<file path="src/rtl/sprite_bouncer_pkg.sv">
// Shared definitions for the bouncing-sprite block: colour depth, default raster geometry,
// palette, motion FSM state encoding and the palette lookup helper.
// No ports (package).
package sprite_bouncer_pkg;

  localparam int unsigned COLOR_BIT_DEPTH  = 4;
  localparam int unsigned POSITION_REG_MAX = 11;
  localparam int unsigned GRAPHICS_WIDTH   = 640;
  localparam int unsigned GRAPHICS_HEIGHT  = 480;

  typedef logic [COLOR_BIT_DEPTH-1:0] color_t;

  typedef struct packed {
    color_t r;
    color_t g;
    color_t b;
  } rgb_t;

  localparam rgb_t BLACK        = '{r: 4'h0, g: 4'h0, b: 4'h0};
  localparam rgb_t BORDER_COLOR = '{r: 4'hF, g: 4'hF, b: 4'hF};
  localparam rgb_t PALETTE_0    = '{r: 4'hF, g: 4'h0, b: 4'hF};
  localparam rgb_t PALETTE_1    = '{r: 4'h0, g: 4'hF, b: 4'h0};
  localparam rgb_t PALETTE_2    = '{r: 4'hF, g: 4'hF, b: 4'h0};
  localparam rgb_t PALETTE_3    = '{r: 4'h0, g: 4'hF, b: 4'hF};

  typedef enum logic [1:0] {
    StWait = 2'd0,
    StRun  = 2'd1,
    StHold = 2'd2
  } motion_state_e;

  function automatic rgb_t palette_color(input logic [1:0] idx);
    rgb_t c;
    c = PALETTE_0;
    case (idx)
      2'd0:    c = PALETTE_0;
      2'd1:    c = PALETTE_1;
      2'd2:    c = PALETTE_2;
      default: c = PALETTE_3;
    endcase
    return c;
  endfunction

endpackage

</file>
<file path="src/rtl/sprite_motion.sv">
// Sprite motion controller: WAIT/RUN/HOLD FSM, per-axis position and direction, wall
// reflection with clamping, bounce pulse and palette index. Everything updates only on
// frame_tick while running.
// Ports:
//   pixel_clock          clock
//   reset_n              synchronous active-low reset
//   frame_tick           one-cycle pulse once per frame
//   freeze               high holds motion (sampled on frame_tick)
//   x_pos, y_pos         sprite top-left corner
//   color_idx            palette index, advances once per reflecting tick
//   bounce               one-cycle pulse after any reflecting tick
module sprite_motion #(
  parameter int unsigned GRAPHICS_WIDTH   = sprite_bouncer_pkg::GRAPHICS_WIDTH,
  parameter int unsigned GRAPHICS_HEIGHT  = sprite_bouncer_pkg::GRAPHICS_HEIGHT,
  parameter int unsigned SPRITE_SIZE      = 32,
  parameter int unsigned SPEED            = 2,
  parameter int unsigned POSITION_REG_MAX = sprite_bouncer_pkg::POSITION_REG_MAX
) (
  input  logic                      pixel_clock,
  input  logic                      reset_n,
  input  logic                      frame_tick,
  input  logic                      freeze,
  output logic [POSITION_REG_MAX:0] x_pos,
  output logic [POSITION_REG_MAX:0] y_pos,
  output logic [1:0]                color_idx,
  output logic                      bounce
);
  import sprite_bouncer_pkg::*;

  localparam int unsigned PosW = POSITION_REG_MAX + 1;
  localparam logic [PosW:0]   StepExt = (PosW + 1)'(SPEED);
  localparam logic [PosW-1:0] XMax    = PosW'(GRAPHICS_WIDTH - SPRITE_SIZE);
  localparam logic [PosW-1:0] YMax    = PosW'(GRAPHICS_HEIGHT - SPRITE_SIZE);

  // Returns {reflected, next position}. The extra bit holds the carry/borrow so that an
  // overshoot is detected instead of wrapping; after clamping the top bit is the flag.
  function automatic logic [PosW:0] axis_step(input logic [PosW-1:0] pos,
                                             input logic            backward,
                                             input logic [PosW-1:0] max_pos);
    logic [PosW:0] pos_ext;
    logic [PosW:0] fwd;
    pos_ext = {1'b0, pos};
    fwd     = pos_ext + StepExt;
    if (backward) begin
      if (pos_ext < StepExt) axis_step = {1'b1, {PosW{1'b0}}};
      else                   axis_step = pos_ext - StepExt;
    end else if (fwd > {1'b0, max_pos}) begin
      axis_step = {1'b1, max_pos};
    end else begin
      axis_step = fwd;
    end
  endfunction

  motion_state_e     state_q, state_d;
  logic [PosW-1:0]   x_q, y_q;
  logic              dir_left_q, dir_up_q;
  logic [1:0]        color_q;
  logic              bounce_q;
  logic              step_en;
  logic [PosW:0]     x_next, y_next;

  always_ff @(posedge pixel_clock) begin : state_reg
    if (!reset_n) state_q <= StWait;
    else          state_q <= state_d;
  end

  always_comb begin : next_state
    state_d = state_q;
    case (state_q)
      StWait:  if (frame_tick)            state_d = StRun;
      StRun:   if (frame_tick && freeze)  state_d = StHold;
      StHold:  if (frame_tick && !freeze) state_d = StRun;
      default: state_d = StWait;
    endcase
  end

  // A tick that freezes the sprite already counts as held, so it does not step.
  always_comb begin : fsm_outputs
    step_en = (state_q == StRun) && frame_tick && !freeze;
  end

  always_comb begin : axis_update
    x_next = axis_step(x_q, dir_left_q, XMax);
    y_next = axis_step(y_q, dir_up_q, YMax);
  end

  always_ff @(posedge pixel_clock) begin : motion_regs
    if (!reset_n) begin
      x_q        <= '0;
      y_q        <= '0;
      dir_left_q <= 1'b0;
      dir_up_q   <= 1'b0;
      color_q    <= 2'd0;
      bounce_q   <= 1'b0;
    end else begin
      bounce_q <= 1'b0;
      if (step_en) begin
        x_q        <= x_next[PosW-1:0];
        y_q        <= y_next[PosW-1:0];
        dir_left_q <= dir_left_q ^ x_next[PosW];
        dir_up_q   <= dir_up_q ^ y_next[PosW];
        // A corner reflects both axes but is still a single bounce event.
        if (x_next[PosW] || y_next[PosW]) begin
          bounce_q <= 1'b1;
          color_q  <= color_q + 2'd1;
        end
      end
    end
  end

  assign x_pos     = x_q;
  assign y_pos     = y_q;
  assign color_idx = color_q;
  assign bounce    = bounce_q;

endmodule

</file>
<file path="src/rtl/sprite_bouncer.sv">
// Bouncing square sprite overlay for a VGA raster. A two-stage video pipeline (hit test,
// then colour mux) delays colour and syncs by exactly two pixel clocks; sprite_motion moves
// the sprite once per frame and reflects it off the screen edges.
// Optional build macro SPRITE_BORDER_EN: draws a 1-pixel white outline on the sprite edge.
// Ports:
//   pixel_clock                              pixel clock (sole clock)
//   reset_n                                  synchronous active-low reset
//   h_position, v_position                   current raster column / line
//   visible_area                             high in active video
//   h_sync_in, v_sync_in                     raw active-low syncs
//   freeze                                   high holds sprite motion
//   vga_r, vga_g, vga_b                      pixel colour (2-cycle latency)
//   vga_horizontal_sync, vga_vertical_sync   syncs delayed to match colour
//   bounce                                   one-cycle pulse on any wall reflection
module sprite_bouncer #(
  parameter int unsigned GRAPHICS_WIDTH   = sprite_bouncer_pkg::GRAPHICS_WIDTH,
  parameter int unsigned GRAPHICS_HEIGHT  = sprite_bouncer_pkg::GRAPHICS_HEIGHT,
  parameter int unsigned SPRITE_SIZE      = 32,
  parameter int unsigned SPEED            = 2,
  parameter int unsigned POSITION_REG_MAX = sprite_bouncer_pkg::POSITION_REG_MAX
) (
  input  logic                                           pixel_clock,
  input  logic                                           reset_n,
  input  logic [POSITION_REG_MAX:0]                      h_position,
  input  logic [POSITION_REG_MAX:0]                      v_position,
  input  logic                                           visible_area,
  input  logic                                           h_sync_in,
  input  logic                                           v_sync_in,
  input  logic                                           freeze,
  output logic [sprite_bouncer_pkg::COLOR_BIT_DEPTH-1:0] vga_r,
  output logic [sprite_bouncer_pkg::COLOR_BIT_DEPTH-1:0] vga_g,
  output logic [sprite_bouncer_pkg::COLOR_BIT_DEPTH-1:0] vga_b,
  output logic                                           vga_horizontal_sync,
  output logic                                           vga_vertical_sync,
  output logic                                           bounce
);
  import sprite_bouncer_pkg::*;

  localparam int unsigned PosW = POSITION_REG_MAX + 1;
  localparam int unsigned CmpW = POSITION_REG_MAX + 2;
  localparam logic [PosW-1:0] FrameLine = PosW'(GRAPHICS_HEIGHT);
  localparam logic [CmpW-1:0] SizeExt   = CmpW'(SPRITE_SIZE);

  logic            frame_tick;
  logic [PosW-1:0] x_pos, y_pos;
  logic [1:0]      color_idx;

  // First line after the visible area, column 0: once per frame, outside active video.
  assign frame_tick = (h_position == '0) && (v_position == FrameLine);

  sprite_motion #(
    .GRAPHICS_WIDTH  (GRAPHICS_WIDTH),
    .GRAPHICS_HEIGHT (GRAPHICS_HEIGHT),
    .SPRITE_SIZE     (SPRITE_SIZE),
    .SPEED           (SPEED),
    .POSITION_REG_MAX(POSITION_REG_MAX)
  ) u_motion (
    .pixel_clock(pixel_clock),
    .reset_n    (reset_n),
    .frame_tick (frame_tick),
    .freeze     (freeze),
    .x_pos      (x_pos),
    .y_pos      (y_pos),
    .color_idx  (color_idx),
    .bounce     (bounce)
  );

  // Hit test one bit wider than the buses so x_pos+SPRITE_SIZE never wraps.
  logic [CmpW-1:0] h_ext, v_ext, x_lo, y_lo, x_hi, y_hi;
  logic            in_sprite;

  always_comb begin : hit_test
    h_ext     = {1'b0, h_position};
    v_ext     = {1'b0, v_position};
    x_lo      = {1'b0, x_pos};
    y_lo      = {1'b0, y_pos};
    x_hi      = x_lo + SizeExt;
    y_hi      = y_lo + SizeExt;
    in_sprite = (h_ext >= x_lo) && (h_ext < x_hi) && (v_ext >= y_lo) && (v_ext < y_hi);
  end

  logic in_sprite_q, visible_q, h_sync_q, v_sync_q;

  always_ff @(posedge pixel_clock) begin : stage1
    if (!reset_n) begin
      in_sprite_q <= 1'b0;
      visible_q   <= 1'b0;
      h_sync_q    <= 1'b1;
      v_sync_q    <= 1'b1;
    end else begin
      in_sprite_q <= in_sprite;
      visible_q   <= visible_area;
      h_sync_q    <= h_sync_in;
      v_sync_q    <= v_sync_in;
    end
  end

`ifdef SPRITE_BORDER_EN
  logic on_edge;
  logic on_edge_q;

  always_comb begin : edge_test
    on_edge = in_sprite && ((h_ext == x_lo) || (h_ext == x_hi - CmpW'(1)) ||
                            (v_ext == y_lo) || (v_ext == y_hi - CmpW'(1)));
  end

  always_ff @(posedge pixel_clock) begin : stage1_edge
    if (!reset_n) on_edge_q <= 1'b0;
    else          on_edge_q <= on_edge;
  end
`endif

  rgb_t pixel_d;

  always_comb begin : colour_mux
    pixel_d = BLACK;
    if (visible_q && in_sprite_q) pixel_d = palette_color(color_idx);
`ifdef SPRITE_BORDER_EN
    if (visible_q && on_edge_q) pixel_d = BORDER_COLOR;
`endif
  end

  always_ff @(posedge pixel_clock) begin : stage2
    if (!reset_n) begin
      vga_r               <= '0;
      vga_g               <= '0;
      vga_b               <= '0;
      vga_horizontal_sync <= 1'b1;
      vga_vertical_sync   <= 1'b1;
    end else begin
      vga_r               <= pixel_d.r;
      vga_g               <= pixel_d.g;
      vga_b               <= pixel_d.b;
      vga_horizontal_sync <= h_sync_q;
      vga_vertical_sync   <= v_sync_q;
    end
  end

endmodule

</file>
<file path="config.mk">
export PLATFORM = sky130hd
export DESIGN_NAME = sprite_bouncer
export DESIGN_NICKNAME = d
export VERILOG_FILES = /design/src/rtl/sprite_bouncer_pkg.sv /design/src/rtl/sprite_motion.sv /design/src/rtl/sprite_bouncer.sv
export SDC_FILE = /design/constraint.sdc
export NUM_CORES = 1
export LEC_CHECK = 0
export CORE_ASPECT_RATIO = 0.9
export CORE_MARGIN = 3
export CORE_UTILIZATION = 55
export DETAILED_ROUTE_END_ITERATION = 12
export PLACE_DENSITY = 0.83
export SLEW_MARGIN = 20
export SYNTH_ARGS = -nofsm -noshare
export SYNTH_HDL_FRONTEND = slang
export SYNTH_SLANG_ARGS = --single-unit
</file>
<file path="constraint.sdc">
create_clock -name pixel_clock -period 4.8 [get_ports pixel_clock]
set_input_delay 0.48 -clock pixel_clock [delete_from_list [all_inputs] [get_ports pixel_clock]]
set_output_delay 0.48 -clock pixel_clock [all_outputs]
set_load 0.005 [all_outputs]
</file>
## After elaboration in Yosys (flattened, before gate mapping)

Cells that the tools add are included.

- Input port bits: 30
- Memory bits (read-only): 0
- Flip-flop bits (word level): 49
- Logic and storage cells: 71
- Latch bits: 0
- Memories kept: 0
- Memory bits (writable): 0
- Output and inout port bits: 15

- Multiply operators: 0
- Add/sub/neg operators: 7
- Divide/modulo/power cells: 0
- Bitwise logic cells: 2
- Equality and inequality tests: 8
- Mux-type cells: 12
- Shifts and indexed selects: 0
- $lt $le $gt $ge: 8
- Reductions and logical operators: 18

Operators by type and width:

| kind | count |
|---|---|
| 13-bit two-way mux | 6 |
| 12-bit case mux with 3 select lines | 1 |
| 12-bit by 2-bit adder with 13-bit output, second input constant | 2 |
| 12-bit by 6-bit adder with 13-bit output, second input constant | 2 |
| 12-bit by 13-bit less-than comparator with 1-bit output | 2 |
| 12-bit by 2-bit subtractor with 13-bit output, second input constant | 2 |
| 12-bit >= comparator | 2 |
| 12-bit by 2-bit less-than comparator with 1-bit output, second input constant | 2 |
| 13-bit by 10-bit greater-than comparator with 1-bit output, second input constant | 1 |
| 13-bit by 9-bit greater-than comparator with 1-bit output, second input constant | 1 |
| 12-bit by 9-bit equality test with 1-bit output, second input constant | 1 |
| 12-bit zero test | 1 |
| 1-bit logical AND | 9 |
| 2-bit two-way mux | 3 |
| 2-bit by 1-bit != test with 1-bit output, second input constant | 3 |
| 2-bit case mux with 3 select lines | 1 |
| 2-bit AND reduction | 3 |
| 2-bit by 1-bit equality test with 1-bit output, second input constant | 2 |
| 2-bit equality test, second input constant | 2 |
| 2-bit zero test | 2 |
| 3-bit AND reduction | 1 |
| 2-bit by 1-bit adder with 2-bit output, second input constant | 1 |
| 1-bit bitwise XOR | 2 |
| 1-bit zero test | 1 |
| 2 further kinds | 2 |

## Depth between registers and ports, before layout

Gate-level depths: netlist (run 1).

- Depth in word-level cells: 6
- Depth in mapped cells: 11
- Gate-level depth less buffers: 11

## Hierarchy

Synthesis (run 1) repeated with hierarchy kept, for this count alone.

- Cells, all modules: 516
- Area total of the unflattened synthesis: 3,958.8 um^2

By module, submodules not included:

| module | area an instance (um^2) | cells an instance | seq. area each (um^2) | instances |
|---|---|---|---|---|
| sprite_motion | 2,411.1 | 320 | 580.6 | 1 |
| sprite_bouncer | 1,547.7 | 196 | 180.2 | 1 |

## Worst setup path after synthesis (run 1)

No wires, ideal clock.

- Path kind: register to register
- Start point: register u_motion.y_q[6] (netlist: u_motion.y_pos[6])
- End point: register u_motion.y_q[5] (netlist: u_motion.y_pos[5])
- Clock period less this slack: 2.309 ns
- Data arrival time: 2.190 ns
- Buffers on the path: 2
- Setup slack: 2.491 ns
- Library setup time: 0.119 ns
- Data required time: 4.681 ns
- Stages on the path, launching flop included: 12
- Path through: dfxtp_1 -> clkbuf_1 -> inv_1 -> ha_1 -> nand4bb_1 -> or3_1 -> clkbuf_1 -> o41ai_4 -> nand2_1 -> a21o_1 -> o21ai_1 -> a21oi_1

- Longest elaborated chain between the ends: 4
- Elaborated cells between the ends (all ways): 6
- Those cells by class: add/sub (1); order compare (2); mux (3)

RTL lines:

| element | line | source |
|---|---|---|
| start: declaration | sprite_motion.sv:55 | `logic [PosW-1:0] x_q, y_q;` |
| start signal: assignment | sprite_motion.sv:99 | `y_q <= y_next[PosW-1:0];` |
| 12-bit by 2-bit adder with 13-bit output | sprite_motion.sv:43 | `fwd = pos_ext + StepExt;` |
| 13-bit by 9-bit greater-than comparator with 1-bit output | sprite_motion.sv:47 | `end else if (fwd > {1'b0, max_pos}) begin` |
| 13-bit two-way mux | sprite_motion.sv:47 |  |
| 13-bit two-way mux (*) | sprite_motion.sv:44 | `if (backward) begin` |

Every way passes the cells marked *; elsewhere a longest branch is shown, timed or not.
A chain may end at the register's enable or synchronous reset.

## Worst setup path in the final report (run 1)

- Start point: input h_position[1]
- End point: register u_motion.x_q[3] (netlist: u_motion.x_pos[3])

- Longest elaborated chain between the ends: 4

RTL lines:

| element | line | source |
|---|---|---|
| start: declaration | sprite_bouncer.sv:24 | `input logic [POSITION_REG_MAX:0] h_position,` |
| 12-bit zero test | sprite_bouncer.sv:49 | `assign frame_tick = (h_position == '0) && (v_position == FrameLine);` |
| 1-bit logical AND | sprite_bouncer.sv:49 |  |
| 1-bit logical AND (2 in series) | sprite_motion.sv:79 | `step_en = (state_q == StRun) && frame_tick && !freeze;` |
| end signal: assignment | sprite_motion.sv:98 | `x_q <= x_next[PosW-1:0];` |
| end: declaration | sprite_motion.sv:55 |  |

Every way passes these cells.

==> out/qor.txt, run 1 <==
outcome - completed
net switching power - 0.000159 W
maximum fanout along the worst path - 14
Skew-Pair Late Insertion Delay - 300 ps
RSZ-0062 raised after global routing - no
initial antenna violation count - 0
Die Area - 7740 sq um
total of warnings raised by yosys - 0
Lkg Pwr - 1.53 nW
fin cells - 579
DRT Wirelength - 9590 microns
Sink Count - 38
GR Util All Layers - 24.5%
Post-Route Setup TNS - 0 ps
number of buffers inserted by hold repair at cts - 0
Clk pin slew, worst setup/hold paths - 80 ps
number of hold violations in the final report - 0
slew at the pin closest to its max-slew limit - 800 ps
required time reported for the critical path endpoint - 4990 ps
share of synthesized area occupied by flip-flops and latches - 20.6%
type of the setup path with the least slack - input port to register
Initial Utilization - 58.5%
per-instance average area after synthesis - 7.78 sq um
maximum root-to-sink buffer count - 2
Synth area leaders - sky130_fd_sc_hd__dfxtp_1 (21%), sky130_fd_sc_hd__ha_1 (17%), sky130_fd_sc_hd__o21ai_0 (5.4%)
global-route met1 utilization - 34.7%
Achievable Freq - 0.340 GHz
share of post-route cells with drive strength above 1 - 5.08%
cell-internal power - 0.000570 W
Comb pwr share - 10.9%
die extent in x - 92.4 microns
Detail Route Antenna Nets - 0
count of instances resized after the clock tree is built - 0
switching power as a share of total power - 21.8%
pin count of the biggest net entering global routing - 22
Final Cycle Share - 61.3%
number of DRC violations after detailed routing - 0
CTS tree - done
Power per Cell Area - 172 nW/um^2
Placed Instances - 571
placed wire-length estimate - 7190 microns
core region area - 6320 sq um
total grt overflow - 0
Via-to-Cell Ratio - 6.41
fraction of power consumed by the clock network - 45.5%
number of input and output port buffers inserted - 44
# IOs - 45
share of Yosys cell area claimed by the top area cell type - 20.6%
number of unique standard cell types used by synthesis - 63
endpoints failing setup - 0
# nets final - 571
Worst Clk Skew - 5.38 ps
area growth from synthesis to layout - 14.5%
peak ir drop on the vdd network - 107 uV
gpl congestion - 0.984
post-synthesis net count - 555
wire length per cell after detailed routing - 16.6 microns
cell count after synthesis - 475
combined area of all synthesized cells - 3700 sq um
H-tree level count - 2
Clock Root Buffer - sky130_fd_sc_hd__clkbuf_8
number of storage elements in the synthesis netlist - 38
category of the worst setup path capture point - register
global-route layer with the greatest usage - met2
top cell type by total area after synthesis - sky130_fd_sc_hd__dfxtp_1
number of pins exceeding their max-slew limit in the final report - 0
number of inserted filler cells in the final layout - 528
Worst Setup Start Kind - input port
first-pass GRT wire length - 15900 microns
register share of total power - 43.6%
number of buffers created by CTS - 5
via count of the first global-routing pass - 3372
Post-synth EDFFs - 0
met2 usage - 37.7%
path type of the worst min-delay path - register to register
met3 capacity usage during global routing - 5.50%
data arrival time of the critical path - 3130 ps
# rows - 27
min cycle time layout - 2940 ps
number of buffers inserted by post-CTS setup repair - 0
vias - 3711
first-pass iteration count of the detailed router - 7
most frequently used flop master after synthesis - sky130_fd_sc_hd__dfxtp_1
y dimension of the die - 83.8 microns
number of antenna repair diodes - 0
Iter 0 DRT Violations - 361
Worst slew margin - 46.5%
Async SR Flop Fraction - 0%
max-capacitance violation count - 0
==> per-layer routing <==
layer  share of wire [%]  wire (microns)  up-vias
met5                   0               0        -
met3                  12            1110       10
li1                    -               -     1786
met4                0.89              85        0
met1                  43            4150     1710
met2                  44            4240      205
==> stage by stage <==
stage	total power [W]	worst slack, ps	cell area, sq um	hold WS, ps	utilization (%)
after floorplan	0.000360	2490	3700	386	-
after global placement	0.000400	1620	4090	395	64.8
after detailed placement	0.000403	1510	4090	393	64.8
after CTS	0.000734	1820	4230	414	67.0
after global routing	0.000759	1700	4230	435	67.0
final	0.000728	1860	4230	410	67.0
==> cells in the mapped netlist, drive strengths merged, types with 3 or more instances <==
library cell  instances
a221oi                4
o31ai                 5
o221ai                4
or4                   6
a211oi                3
o21a                  9
nor3                 11
a31oi                14
mux2i                 3
ha                   50
nor2b                 4
nand4                 9
a21boi                7
o32ai                 6
nand2b                9
clkbuf               26
and3                  4
dfxtp                38
nand3                21
buf                  13
nor2                 28
and4                  5
a21o                  5
a21oi                24
o211ai                5
nor4                 12
nand2                30
xnor2                14
o21ai                42
inv                  32
o2111ai               3
==> worst max-delay path: stages <==
cell                              delay (ps)
sky130_fd_sc_hd__clkdlybuf4s50_1         430
sky130_fd_sc_hd__nor4_1                  440
sky130_fd_sc_hd__nand4_1                 280
sky130_fd_sc_hd__or4_1                   860
sky130_fd_sc_hd__a21o_1                  270
sky130_fd_sc_hd__a221oi_1                280
sky130_fd_sc_hd__nor2b_1                  80
==> area by class of cell <==
cell class	instances	area [sq um]	area share, %
clock inverter	3	68.8	1.63
clock buffer	5	68.8	1.63
inverter	32	120	2.84
sequential	38	761	18.0
tap	87	109	2.57
multi-input combinational	366	2630	62.2
timing repair buffer	48	470	11.1
==> cell families (layout without fill, tap and decap cells) <==
group           count (synthesis)  in the layout  synth area share, %
xor+xnor                       14             14                 3.32
buf+inv                        71             88                 8.43
fa+ha+maj                      50             50                 16.9
simple gates                  151            151                 22.1
mux                             3              3                0.812
compound gates                148            148                 27.9
flops                          38             38                 20.6
==> placed cells by master (no fill, tap or decap), drive strengths merged, types with 11 or more instances in the layout <==
cell,count
a21oi,24
a31oi,14
clkdlybuf4s50,44
dfxtp,38
ha,50
inv,32
nand2,30
nand3,21
nor2,28
nor3,11
nor4,12
o21ai,42
xnor2,14
==> path summary, 6_finish.rpt <==
kind / from / endpoint / slack (ps) / cells past startpoint
setup / recovery: h_position[1] / u_motion.x_pos[3]$_SDFFE_PN0P_ / 1860 / 7
setup reg to reg: u_motion.y_pos[5]$_SDFFE_PN0P_ / u_motion.y_pos[5]$_SDFFE_PN0P_ / 1950 / 9
hold / removal: v_sync_q$_SDFF_PN1_ / vga_vertical_sync$_SDFF_PN1_ / 410 / 1
hold reg to reg: v_sync_q$_SDFF_PN1_ / vga_vertical_sync$_SDFF_PN1_ / 410 / 1
==> power by group through the flow <==
stage | logic [W] | clock network [W] | registers [W]
detailed placement | 0.0000780 | 0 | 0.000325
global placement | 0.0000745 | 0 | 0.000325
CTS | 0.0000787 | 0.000338 | 0.000318
global route | 0.0000882 | 0.000353 | 0.000318
finish | 0.0000792 | 0.000332 | 0.000318
floorplan | 0.0000349 | 0 | 0.000325
==> registers in the layout, summed over array words and instances, names as in the netlist <==
name,flops
h_sync_q,1
in_sprite_q,1
u_motion.bounce,1
u_motion.color_idx,2
u_motion.dir_left_q,1
u_motion.dir_up_q,1
u_motion.state_q,2
u_motion.x_pos,11
u_motion.y_pos,11
v_sync_q,1
vga_b,1
vga_g,1
vga_horizontal_sync,1
vga_r,1
vga_vertical_sync,1
visible_q,1
Power figures use the tool's default switching activity.
==> run 2, diff against run 1 <==
CORE_UTILIZATION = 52   (was 55)
PLACE_DENSITY = 0.82   (was 0.83)
clock period = 2.55 ns   (was 4.8 ns; I/O delays follow)
==> out/qor.txt, run 2 (same netlist as run 1, synthesis figures left out) <==
outcome - completed
H-tree level count - 2 (unchanged)
number of input and output port buffers inserted - 44 (unchanged)
Iter 0 DRT Violations - 313 (-13%)
total area of multi-input combinational cells - 2650 sq um (+0.66%)
die extent in x - 94.9 microns (+2.7%)
y dimension of the die - 86.0 microns (+2.6%)
maximum root-to-sink buffer count - 2 (unchanged)
Crit-path slowest cell - sky130_fd_sc_hd__or4_4
CTS tree - done
initial antenna violation count - 0 (unchanged)
required time reported for the critical path endpoint - 2760 ps (-2230 ps)
start point of the critical path - u_motion.x_pos[1]$_SDFFE_PN0P_
total grt overflow - 0 (unchanged)
FF/Latch Area - 763 sq um (+0.33%)
DRT Wirelength - 10300 microns (+7.0%)
slew at the pin closest to its max-slew limit - 631 ps (-168 ps)
total chip power - 0.00139 W (+90%)
path type of the worst min-delay path - register to register
cells traversed along the worst timing path - or4_4 > or4_4 > a211o_1 > nand2_2 > o21ai_2 > a31oi_4 > mux2i_1
commonest non-fill, non-tap cell in the layout - sky130_fd_sc_hd__ha_1
number of hold violations in the final report - 0 (unchanged)
global-route met1 utilization - 34.6% (about the same)
pin count of the biggest net entering global routing - 24 (+9.1%)
via count of the first global-routing pass - 3534 (+4.8%)
Sink Count - 38 (unchanged)
Skew-Pair Late Insertion Delay - 300 ps (about the same)
CP dominant cell by count - sky130_fd_sc_hd__or4_4
Achievable Freq - 0.408 GHz
startpoint of the worst register-to-register path - u_motion.x_pos[1]$_SDFFE_PN0P_
gpl congestion - 0.921 (-6.5%)
Via-to-Cell Ratio - 6.29 (-1.8%)
number of pins exceeding their max-slew limit in the final report - 0 (unchanged)
maximum fanout along the worst path - 6 (-8)
min cycle time layout - 2450 ps
hold path startpoint - h_sync_q$_SDFF_PN1_
number of inserted filler cells in the final layout - 553 (+4.7%)
wire length per cell after detailed routing - 16.5 microns (-0.40%)
first-pass iteration count of the detailed router - 5 (-2)
vias - 3915 (+5.5%)
minimum setup slack in the final design - 102 ps (-1760 ps)
met2 usage - 39.5% (+1.8 points)
placed instance area - 4380 sq um (+7.1%)
CP peak stage delay - 580 ps (-280 ps)
max-capacitance violation count - 0 (unchanged)
Clk pin slew, worst setup/hold paths - 80 ps (about the same)
number of DRC violations after detailed routing - 0 (unchanged)
# rows - 28 (+3.7%)
Worst Clk Skew - 15.9 ps (+10.5 ps)
# nets final - 611 (+7.0%)
Final Cycle Share - 96.0%
CP Buf/Inv Count - 0 (-1)
Initial Utilization - 55.0% (-3.6 points)
number of buffers inserted by hold repair at cts - 0 (unchanged)
Worst Setup Start Kind - register
Top Family by Delay on Critical Path - simple AND/OR/NAND/NOR gates
Lkg Pwr - 1.73 nW (+13%)
GR Util All Layers - 25.0% (+0.51 points)
number of antenna repair diodes - 0 (unchanged)
# IOs - 45 (unchanged)
most frequent cells in the layout - sky130_fd_sc_hd__ha_1 (49), sky130_fd_sc_hd__clkdlybuf4s50_1 (44), sky130_fd_sc_hd__buf_4 (44)
global-route layer with the greatest usage - met2
peak ir drop on the vdd network - 230 uV (+120%)
core region area - 6730 sq um (+6.5%)
category of the worst setup path capture point - register
first-pass GRT wire length - 16500 microns (+3.7%)
Clock Root Buffer - sky130_fd_sc_hd__clkbuf_8
Post-Route Setup TNS - 0 ps (unchanged)
Worst slew margin - 57.9% (+11 points)
placed wire-length estimate - 7920 microns (+10%)
type of the setup path with the least slack - register to register
final hold slack - 410 ps (-0.690 ps)
Final Instance Area - 4560 sq um (+7.8%)
met3 capacity usage during global routing - 5.09% (-0.41 points)
area growth from synthesis to layout - 23.4%
Power per Cell Area - 304 nW/um^2 (+77%)
endpoints failing setup - 0 (unchanged)
worst setup timing slack at the placement stage - -61.3 ps (-1580 ps)
data arrival time of the critical path - 2660 ps (-470 ps)
Die Area - 8160 sq um (+5.4%)
Detail Route Antenna Nets - 0 (unchanged)
number of buffers created by CTS - 5 (unchanged)
share of post-route cells with drive strength above 1 - 13.3% (+8.3 points)
[run 2: cell type report]
| class | instances | share of cell area [%] |
|---|---|---|
| clock buffers | 6 | 1.81 |
| multi-input cells | 366 | 58.1 |
| well taps | 90 | 2.47 |
| clock inverters | 2 | 1.32 |
| flip-flops and latches | 38 | 16.7 |
| repair buffers | 88 | 16.9 |
| inverters | 32 | 2.63 |
[run 2: worst register-to-register path: cells and delay by family (launching register included)]
family / cells / cell delay (ps)
simple gates: 3 / 1180
compound gates: 3 / 630
flops: 1 / 380
mux: 1 / 190
[run 2: per-layer routing]
metal / up-vias / part of all wire, %
met5: - / 0
met4: 0 / 1.8
met3: 24 / 9.7
met2: 214 / 45
met1: 1799 / 44
li1: 1878 / -
[run 2: power by group]
group / leakage, nW / internal, W / switching [W] / total [W]
clock network: 0.0714 / 0.000417 / 0.000218 / 0.000635
registers: 0.308 / 0.000597 / 0.000000921 / 0.000598
logic: 1.35 / 0.0000888 / 0.0000651 / 0.000154
total: 1.73 / 0.00110 / 0.000284 / 0.00139
[run 2: path summary, 6_finish.rpt]
kind                                         to  depth (start not counted)  slack, ps
min reg2reg      vga_horizontal_sync$_SDFF_PN1_                          1        410
max reg2reg  u_motion.color_idx[1]$_SDFFE_PN0P_                          7        100
max          u_motion.color_idx[1]$_SDFFE_PN0P_                          7        100
min              vga_horizontal_sync$_SDFF_PN1_                          1        410
[run 2: repair_timing]
action,4_1_cts,5_1_grt
resized for setup,0,7
endpoints found under the setup margin,0,17
setup buffers,0,2
[run 2: metrics by stage]
| step | cells | util [%] |
|---|---|---|
| detailed placement | 612 | 65.2 |
| finish | 622 | 67.8 |
| CTS | 620 | 67.3 |
| floorplan | 475 | - |
| global placement | 612 | 65.2 |
| global route | 622 | 67.8 |
==> RTL change (flow settings as in run 1) <==
The package constant `COLOR_BIT_DEPTH` goes from 4 to 16.
--- a/src/rtl/sprite_bouncer_pkg.sv
+++ b/src/rtl/sprite_bouncer_pkg.sv
@@ -3,7 +3,7 @@
 // No ports (package).
 package sprite_bouncer_pkg;
 
-  localparam int unsigned COLOR_BIT_DEPTH  = 4;
+  localparam int unsigned COLOR_BIT_DEPTH  = 16;
   localparam int unsigned POSITION_REG_MAX = 11;
   localparam int unsigned GRAPHICS_WIDTH   = 640;
   localparam int unsigned GRAPHICS_HEIGHT  = 480;
Interface: changed (resized vga_b, vga_g and vga_r); port bits go from 45 to 81. No check against the original RTL was run, so the function may have changed too.
==> RTL change against run 1 <==
  * Sequential share of layout area is 0.053 points higher
  * Sequential power grew 2%
  * Die area is 3.8% higher
  * Power fell by 8.8%
  * Wire length is 2.9% lower
  * Combinational power increased by 40%
  * Cell area fell by 0.30%
  * Area after synthesis increased by 4.0%
  * Clock skew grew 1.3 ps
  * Cell count increased by 5.2%
  * Worst setup slack worse by 240 ps
  * Sequential cell count unchanged
  * Critical path type unchanged
==> RTL change: results (changes against run 1) <==
stage;metric;value;unit;change
outcome;outcome;complete, no violations;;
synth;synth-compound-area-share;0.241;;-0.0381
synth;ys_seq_area_frac;0.198;;-0.00797
clock_network;cts_resized;0;;unchanged
synth;synth-adder-area-share;0.163;;-0.00655
timing;finalSetupViolCount;0;;unchanged
route;vias;3714;;+0.081%
place;placed_area;4120;sq um;+0.73%
synth;synth_mux_area_frac;0.00520;;-0.00292
synth;synth_area_leaders;dfxtp_1, ha_1, buf_4, xnor2_1, nand2_1;;
synth;syn_area;3850;sq um;+4.0%
global_routing;grt_pass1_wl;15600;microns;-2.3%
final_layout;fin_nets;598;;+4.7%
pwr;ir_drop;0.105;mV;-1.2%
global_routing;antenna_found_initial;0;;unchanged
final_layout;drive_gt1_frac;0.0482;;-0.00264
clock_network;clk_latency;290;ps;
route;route.met2.wl;4160;microns;-1.8%
global_routing;grt.total_usage;0.233;;-0.0121
place;port_buffers;44;;unchanged
global_routing;grt.met1_usage;0.330;;-0.0165
final_layout;final.fill_count;601;;+14%
route;route.met3.wl;872;microns;-22%
synth;yosys-top-cells-count;ha_1, buf_4, nand2_1;;
hold_path;min-delay-path-class;reg -> reg;;
clock_network;cts_buffers;5;;unchanged
pwr;leakage;1.57;nW;+2.3%
global_routing;grt_max_degree;31;;+41%
final_layout;antennaDiodeCount;0;;unchanged
global_routing;grt_pass1_vias;3425;;+1.6%
pwr;comb_power;0.000111;W;+40%
route;drtIter0Drc;498;;+38%
route;met1Wirelength;4170;microns;+0.48%
setup_path;critPathSlowestCell;or4_1;;
place;dp_hpwl;7120;microns;-0.97%
pwr;p_sw_frac;0.267;;+0.0487
place;gp_congestion;0.904;;-8.2%
setup_path;cp.arrival;3340;ps;+210 ps
synth;synth_xor_area_frac;0.0387;;+0.00555
global_routing;gr-usage-met3;0.0381;;-0.0169
timing;relSlewSlack;0.516;;+0.0510
clock_network;htreeDepth;2;;unchanged
setup_path;cpPeakStageDelay;850;ps;
route;firstDrtPassIters;5;;-2
pwr;seqPwrFrac;0.489;;+0.053
synth;yosysWarnings;0;;unchanged
route;wire_per_inst;15.3;microns;-7.6%
setup_path;path_max_fanout;16;;+2
synth;synthDistinctLibCells;58;;-7.9%
global_routing;use_met2;0.361;;-0.0153
clock_network;clockBufferDepth;2;;unchanged
timing;fin_skew;6.72;ps;+1.34 ps
## RTL change: changes by cell type after synthesis, sizes merged, moves of 4 or more
cell	change
a211oi	+5
nand2	+9
o221a	+5
o21ai	-12
buf	+38
clkbuf	-9
a31oi	-4
a21boi	-4
## RTL change: cell families after synthesis
kind of cell             count (synthesis)
AO/OA/AOI/OAI                          136
XOR/XNOR                                17
adder cells (fa/ha/maj)                 50
buffers and inverters                  100
flip-flops                              38
multiplexers                             2
other                                    1
AND/OR/NAND/NOR                        154
## RTL change: path summary, 6_finish.rpt
kind                                                     start                        endpoint  slack, ps  depth (start not counted)
worst max-delay path                             v_position[6]  u_motion.x_pos[3]$_SDFFE_PN0P_       1620                          6
worst max register to register  u_motion.x_pos[5]$_SDFFE_PN0P_          in_sprite_q$_SDFF_PN0_       1650                          9
worst min-delay path                       v_sync_q$_SDFF_PN1_    vga_vertical_sync$_SDFF_PN1_        410                          1
worst min register to register             v_sync_q$_SDFF_PN1_    vga_vertical_sync$_SDFF_PN1_        410                          1
## RTL change: area by class of cell
class	count	area, sq um	share of cell area
multi-input combinational	395	2680	0.634
sequential	38	761	0.180
timing repair buffer	46	455	0.108
inverter	32	120	0.0285
tap	90	113	0.0267
clock buffer	6	82.6	0.0196
clock inverter	2	12.5	0.00297
## RTL change: stage by stage
step,utilization,power (W),hold WS (ps),cells,setup WS [ps]
5_1_grt,0.631,0.000699,426,609,1460
2_1_floorplan,-,0.000411,386,533,2420
4_1_cts,0.631,0.000667,415,609,1700
6_report,0.631,0.000664,410,609,1620
3_3_place_gp,0.616,0.000436,393,601,1520
3_5_place_dp,0.616,0.000440,397,601,1400
